===== src/rtl/score_pkg.sv =====
// Shared types and constants for the dino-game score controller.
package score_pkg;

  typedef enum logic [1:0] {IDLE, RUN, OVER} game_state_e;
  typedef enum logic [1:0] {CV_IDLE, CV_SHIFT, CV_DONE} cv_state_e;

  localparam int unsigned MAX_SCORE  = 9999;
  localparam logic [2:0]  LEVEL_MAX  = 3'd7;
  localparam int unsigned BCD_DIGITS = 4;

  // Add-3 correction applied to every BCD digit before each shift.
  function automatic logic [4*BCD_DIGITS-1:0] bcd_adj(input logic [4*BCD_DIGITS-1:0] d);
    logic [4*BCD_DIGITS-1:0] r;
    r = d;
    for (int unsigned i = 0; i < BCD_DIGITS; i++) begin
      if (d[4*i +: 4] >= 4'd5) r[4*i +: 4] = d[4*i +: 4] + 4'd3;
    end
    return r;
  endfunction

endpackage


===== src/rtl/bin2bcd_seq.sv =====
// Sequential shift-and-add-3 binary-to-BCD converter, one bit per cycle.
module bin2bcd_seq
  import score_pkg::*;
#(
  parameter int unsigned SCORE_W = 14
) (
  input  logic                      clk,
  input  logic                      rstn,
  input  logic                      go,
  input  logic [SCORE_W-1:0]        bin,
  output logic                      busy,
  output logic                      done,
  output logic [4*BCD_DIGITS-1:0]   bcd
);

  localparam int unsigned CW = $clog2(SCORE_W + 1);

  cv_state_e               state_q, state_d;
  logic [SCORE_W-1:0]      bin_q, bin_d;
  logic [4*BCD_DIGITS-1:0] bcd_q, bcd_d, adj;
  logic [CW-1:0]           cnt_q, cnt_d;

  always_ff @(posedge clk) begin
    if (!rstn) begin
      state_q <= CV_IDLE;
      bin_q   <= '0;
      bcd_q   <= '0;
      cnt_q   <= '0;
    end else begin
      state_q <= state_d;
      bin_q   <= bin_d;
      bcd_q   <= bcd_d;
      cnt_q   <= cnt_d;
    end
  end

  always_comb begin
    state_d = state_q;
    bin_d   = bin_q;
    bcd_d   = bcd_q;
    cnt_d   = cnt_q;
    adj     = bcd_adj(bcd_q);
    case (state_q)
      CV_IDLE: begin
        if (go) begin
          bin_d   = bin;
          bcd_d   = '0;
          cnt_d   = '0;
          state_d = CV_SHIFT;
        end
      end
      CV_SHIFT: begin
        bcd_d = {adj[4*BCD_DIGITS-2:0], bin_q[SCORE_W-1]};
        bin_d = {bin_q[SCORE_W-2:0], 1'b0};
        cnt_d = cnt_q + CW'(1);
        if (cnt_q == CW'(SCORE_W - 1)) state_d = CV_DONE;
      end
      CV_DONE: state_d = CV_IDLE;
      default: state_d = CV_IDLE;
    endcase
  end

  assign busy = (state_q != CV_IDLE);
  assign done = (state_q == CV_DONE);
  assign bcd  = bcd_q;

endmodule


===== src/rtl/score_ctrl.sv =====
// Dino-game score controller: game FSM, 1 Hz tick, level, shared BCD conversion.
// High-score tracking is built only when SCORE_HISCORE_EN is defined.
module score_ctrl
  import score_pkg::*;
#(
  parameter int unsigned TICK_DIV   = 50000000,
  parameter int unsigned SCORE_W    = 14,
  parameter int unsigned LEVEL_STEP = 100
) (
  input  logic        clk,
  input  logic        rstn,
  input  logic        start,
  input  logic        collide,
  output logic        running,
  output logic        game_over,
  output logic [2:0]  level,
  output logic [15:0] score_bcd,
  output logic [15:0] hi_bcd,
  output logic        bcd_valid
);

  localparam int unsigned PW = $clog2(TICK_DIV);
  localparam int unsigned SW = $clog2(LEVEL_STEP + 1);

  game_state_e        state_q, state_d;
  logic [SCORE_W-1:0] score_q, score_d;
  logic [PW-1:0]      presc_q, presc_d;
  logic [SW-1:0]      step_q, step_d;
  logic [2:0]         level_q, level_d;
  logic               score_pend_q, score_pend_d;
  logic [15:0]        score_bcd_q, score_bcd_d;
  logic               bcd_valid_q, bcd_valid_d;
  logic               running_q, running_d;
  logic               game_over_q, game_over_d;
  logic               tick, score_req, grant_score;

  logic               cv_go, cv_busy, cv_done;
  logic [SCORE_W-1:0] cv_bin;
  logic [15:0]        cv_bcd;

`ifdef SCORE_HISCORE_EN
  logic [SCORE_W-1:0] hi_q, hi_d;
  logic               hi_pend_q, hi_pend_d;
  logic               tgt_hi_q, tgt_hi_d;
  logic [15:0]        hi_bcd_q, hi_bcd_d;
  logic               hi_req, grant_hi;

  // Fixed priority: the live score always wins over the high score.
  assign grant_hi    = !score_pend_q;
  assign cv_go       = !cv_busy && (score_pend_q || hi_pend_q);
  assign grant_score = cv_go && !grant_hi;
  assign cv_bin      = score_pend_q ? score_q : hi_q;
  assign hi_bcd      = hi_bcd_q;
`else
  assign cv_go       = !cv_busy && score_pend_q;
  assign grant_score = cv_go;
  assign cv_bin      = score_q;
  assign hi_bcd      = '0;
`endif

  bin2bcd_seq #(.SCORE_W(SCORE_W)) u_bin2bcd (
    .clk  (clk),
    .rstn (rstn),
    .go   (cv_go),
    .bin  (cv_bin),
    .busy (cv_busy),
    .done (cv_done),
    .bcd  (cv_bcd)
  );

  always_ff @(posedge clk) begin
    if (!rstn) begin
      state_q      <= IDLE;
      score_q      <= '0;
      presc_q      <= '0;
      step_q       <= '0;
      level_q      <= '0;
      score_pend_q <= 1'b0;
      score_bcd_q  <= '0;
      bcd_valid_q  <= 1'b0;
      running_q    <= 1'b0;
      game_over_q  <= 1'b0;
`ifdef SCORE_HISCORE_EN
      hi_q         <= '0;
      hi_pend_q    <= 1'b0;
      tgt_hi_q     <= 1'b0;
      hi_bcd_q     <= '0;
`endif
    end else begin
      state_q      <= state_d;
      score_q      <= score_d;
      presc_q      <= presc_d;
      step_q       <= step_d;
      level_q      <= level_d;
      score_pend_q <= score_pend_d;
      score_bcd_q  <= score_bcd_d;
      bcd_valid_q  <= bcd_valid_d;
      running_q    <= running_d;
      game_over_q  <= game_over_d;
`ifdef SCORE_HISCORE_EN
      hi_q         <= hi_d;
      hi_pend_q    <= hi_pend_d;
      tgt_hi_q     <= tgt_hi_d;
      hi_bcd_q     <= hi_bcd_d;
`endif
    end
  end

  always_comb begin
    state_d   = state_q;
    score_d   = score_q;
    presc_d   = presc_q;
    step_d    = step_q;
    level_d   = level_q;
    score_req = 1'b0;
`ifdef SCORE_HISCORE_EN
    hi_d      = hi_q;
    hi_req    = 1'b0;
`endif
    tick = (state_q == RUN) && (presc_q == PW'(TICK_DIV - 1));
    case (state_q)
      IDLE, OVER: begin
        if (start) begin
          state_d   = RUN;
          score_d   = '0;
          presc_d   = '0;
          step_d    = '0;
          level_d   = '0;
          score_req = 1'b1;
        end
      end
      RUN: begin
        // Collide takes precedence over a coincident tick.
        if (collide) begin
          state_d = OVER;
          presc_d = '0;
`ifdef SCORE_HISCORE_EN
          if (score_q > hi_q) begin
            hi_d   = score_q;
            hi_req = 1'b1;
          end
`endif
        end else begin
          presc_d = tick ? '0 : presc_q + PW'(1);
          if (tick) begin
            if (score_q < SCORE_W'(MAX_SCORE)) begin
              score_d   = score_q + SCORE_W'(1);
              score_req = 1'b1;
            end
            if (step_q == SW'(LEVEL_STEP - 1)) begin
              step_d = '0;
              if (level_q != LEVEL_MAX) level_d = level_q + 3'd1;
            end else begin
              step_d = step_q + SW'(1);
            end
          end
        end
      end
      default: state_d = IDLE;
    endcase
  end

  // A request on the grant edge re-arms the flag so the newest value follows.
  always_comb begin
    score_pend_d = score_req || (score_pend_q && !grant_score);
    score_bcd_d  = score_bcd_q;
    bcd_valid_d  = cv_done;
    running_d    = (state_d == RUN);
    game_over_d  = (state_d == OVER);
`ifdef SCORE_HISCORE_EN
    hi_pend_d    = hi_req || (hi_pend_q && !(cv_go && grant_hi));
    tgt_hi_d     = cv_go ? grant_hi : tgt_hi_q;
    hi_bcd_d     = hi_bcd_q;
    if (cv_done) begin
      if (tgt_hi_q) hi_bcd_d    = cv_bcd;
      else          score_bcd_d = cv_bcd;
    end
`else
    if (cv_done) score_bcd_d = cv_bcd;
`endif
  end

  assign running   = running_q;
  assign game_over = game_over_q;
  assign level     = level_q;
  assign score_bcd = score_bcd_q;
  assign bcd_valid = bcd_valid_q;

endmodule

===== config.mk =====
export PLATFORM = sky130hd
export DESIGN_NAME = score_ctrl
export DESIGN_NICKNAME = d
export VERILOG_FILES = /design/src/rtl/score_pkg.sv /design/src/rtl/bin2bcd_seq.sv /design/src/rtl/score_ctrl.sv
export SDC_FILE = /design/constraint.sdc
export NUM_CORES = 1
export LEC_CHECK = 0
export BUFFER_PORTS_ARGS = -buffer_cell sky130_fd_sc_hd__buf_2
export CAP_MARGIN = 20
export CORE_ASPECT_RATIO = 1.75
export CORE_MARGIN = 2
export CORE_UTILIZATION = 35
export CTS_CLUSTER_DIAMETER = 120
export DETAILED_ROUTE_END_ITERATION = 6
export SLEW_MARGIN = 20
export SYNTH_ARGS = -nofsm -noshare
export SYNTH_HDL_FRONTEND = slang
export SYNTH_SLANG_ARGS = --single-unit

===== constraint.sdc =====
create_clock -name clk -period 3 [get_ports clk]
set_input_delay 0.6 -clock clk [delete_from_list [all_inputs] [get_ports clk]]
set_output_delay 0.6 -clock clk [all_outputs]
set_load 0.01 [all_outputs]

==> impl_results.md <==
* Status: completed
* # IOs at 42
* Crit end category: flop
* CTS tree: done
* CP Max Fanout at 15
* DR WL/cell at 15.0 µm
* Starting Density at 0.353
* Yosys warns at 0
* GRT Total Usage at 0.156
* Routability Congestion at 0.858
* Setup Buffers After CTS at 0
* EDFF count, synth at 0
* Hold path depth at 2
* FFs w/ async S/R, synth at 0
* CTS resizes at 0
* Full die area at approximately 16000 µm²
* Area growth syn-to-layout at 10.3%
* Clk sinks at 108
* Die Ht at 168 µm
* Vias at 4734
* Inserted Clock Buffers at 9
* Pwr dens at between 400 and 500 nW/µm²
* CTS max path bufs at 2
* Synth top area share at 0.402
* Total grt overflow at 0
* Largest net degree at the start of global routing at 38
* Fin util at 0.389
* Hold Crit Start: score_bcd[13]
* Number of max-cap violations at 0
* Syn Area/Cell at 8.15 µm²
* Syn Inst Count at 660
* DR pass1 iterations at 4
* DP Wirelength at 9650 µm
* Initial DRC Count at 196
* Vias in the first global route at 4598
* Tmin final at approximately 2300 ps
* Reg2Reg Setup Slack at 660 ps
* Layout Skew at 4.87 ps
* Sequential Area at 2160 µm²
* Global-route wire length before repair at between 20000 and 25000 µm
* WL final at 13000 µm
* Vias per cell at 5.47
* Worst EP arrival at 2560 ps
* GR Layer Usage met3 at 0.0208
* Hold Crit Endpoint: score_bcd[13]
* Slew Viols, Final at 0
* Clk slew on worst S/H paths at 70 ps
* DIE WIDTH at slightly below 100 µm
* Final Cycle Share at 0.780
* Dominant cells by area after synthesis: dfxtp_1 (40%), nor2_1 (6.7%), a21oi_1 (5.4%)
* Root Driver: clkbuf_16
* Crit path required time at 3220 ps
* GRT met2 Usage at 0.306
* Worst r2r path cells at 5
* DRC viols at 0
* Post-synthesis cell type count at 66
* Sequential share of the synthesized area at 0.402
* Peak supply drop at roughly 0.00024 V
* Initial antenna violation count at 0
* CORE AREA at 15200 µm²
* Max-slew headroom at 0.516
* Final setup viols at 0
* Max frequency at 0.427 GHz
* Final antenna-violating net count at 0
* Main synth FF type: dfxtp_1
* # fillers at 1592
* #FFs+latches synth at 108
* Ratio of cells with drive above 1 in the final layout at 0.0971
* Final hold vios at 0
* Leakage at between 2 and 2.5 nW
* Port bufs at 25
* TNS Setup at 0 ps
* End of the worst register-to-register path: cv_bin[3]
* CTS H-tree lvls at 3
* Latest clock arrival within the worst-skew pair at roughly 350 ps
* Hold_buf cts at 0
* Most used routing layer: met2
* CP Launch Type: flop
* Tightest Pin Transition at 720 ps
* Worst r2r src: state_q[0]
* Cell Area, Synth at 5380 µm²
* Row cnt at 60
* Type of the most critical hold path: reg2reg
* Multi-input gate area at a little under 3000 µm²
* WS Path Type: reg2reg
* RSZ-0062 raised after global routing: false
* ANT cells at 0
* Grt met1 use at 0.160
* Yosys top cell by area: dfxtp_1
* Nets at between 600 and 700
## synthesized netlist by cell type, types with 14 or more instances
cell	count
dfxtp_1	108
nor2_1	96
nand2_1	64
a21oi_1	58
nand3_1	29
o21ai_0	29
clkbuf_1	25
inv_1	23
buf_4	16
ha_1	15
xnor2_1	15
xor2_1	15
nand4_1	14
## cells by family after synthesis
family / count (synthesis) / synth area share
buf+inv: 71 / 0.0616
flops: 108 / 0.402
mux: 7 / 0.0139
compound gates: 157 / 0.195
simple gates: 271 / 0.243
fa+ha+maj: 15 / 0.0349
xor+xnor: 30 / 0.0488
other cells: 1 / 0.000697
## flip-flops by register name, indices dropped and copies added, names as in the netlist
signal / count
game_over: 1
cv_bin: 14
score_pend_q: 1
state_q: 2
step_q: 7
level: 3
u_bin2bcd.state_q: 2
running: 1
score_bcd: 16
presc_q: 26
u_bin2bcd.bcd: 16
u_bin2bcd.bin_q: 14
u_bin2bcd.cnt_q: 4
bcd_valid: 1
## cells in the final DEF (no fill, tap or decap), types with 11 or more instances in the layout
master	count
dfxtp_1	108
nor2_1	96
nand2_1	64
a21oi_1	58
nand3_1	29
o21ai_0	29
buf_2	25
inv_1	23
conb_1	16
xnor2_1	15
xor2_1	15
ha_1	15
nand4_1	14
buf_4	12
and3_1	11
a31oi_1	11
## report_power, final
| group | leakage [nW] | switching (mW) | internal (mW) |
|---|---|---|---|
| Sequential | 0.873 | 0.0348 | 1.46 |
| Clock | 0.146 | 0.522 | 0.666 |
| Combinational | 1.15 | 0.147 | 0.0701 |
## metrics by stage
stage	worst slack (ps)	area [µm²]	std cells	hold WS, ps	power (mW)
2_1_floorplan	861	5440	675	441	1.69
3_3_place_gp	650	5640	851	439	1.73
3_5_place_dp	604	5640	851	445	1.74
4_1_cts	689	5940	866	454	2.93
5_1_grt	461	5940	866	470	3.00
6_report	661	5940	866	450	2.90
## worst max-delay path, stage by stage (launching register included)
cell	delay (ps)
dfxtp_1	670
or2_2	230
o2111ai_1	150
o21ai_0	520
a21boi_2	490
a31oi_1	150
## final cells by class
class	count	area share
clock buffers	11	0.0409
flip-flops and latches	108	0.364
repair buffers	37	0.0363
well taps	186	0.0392
clock inverters	4	0.00822
multi-input cells	496	0.496
inverters	24	0.0152
## per-layer routing
metal / up-vias / wire length [µm]
met4: 0 / 467
li1: 2336 / -
met5: - / 0
met2: 95 / 7140
met1: 2271 / 4970
met3: 32 / 378
## how the worst max path moves through the flow
| stage | start | endpoint | slack, ps | cells past startpoint |
|---|---|---|---|---|
| 2_1_floorplan | presc_q[0] | step_q[5] | 860 | 6 |
| 3_3_place_gp | start | presc_q[24] | 650 | 6 |
| 3_5_place_dp | rstn | cv_bin[3] | 600 | 6 |
| 4_1_cts | presc_q[0] | step_q[5] | 690 | 6 |
| 5_1_grt | presc_q[0] | cv_bin[11] | 460 | 6 |
| 6_report | state_q[0] | cv_bin[3] | 660 | 5 |
Power figures use the tool's default switching activity.
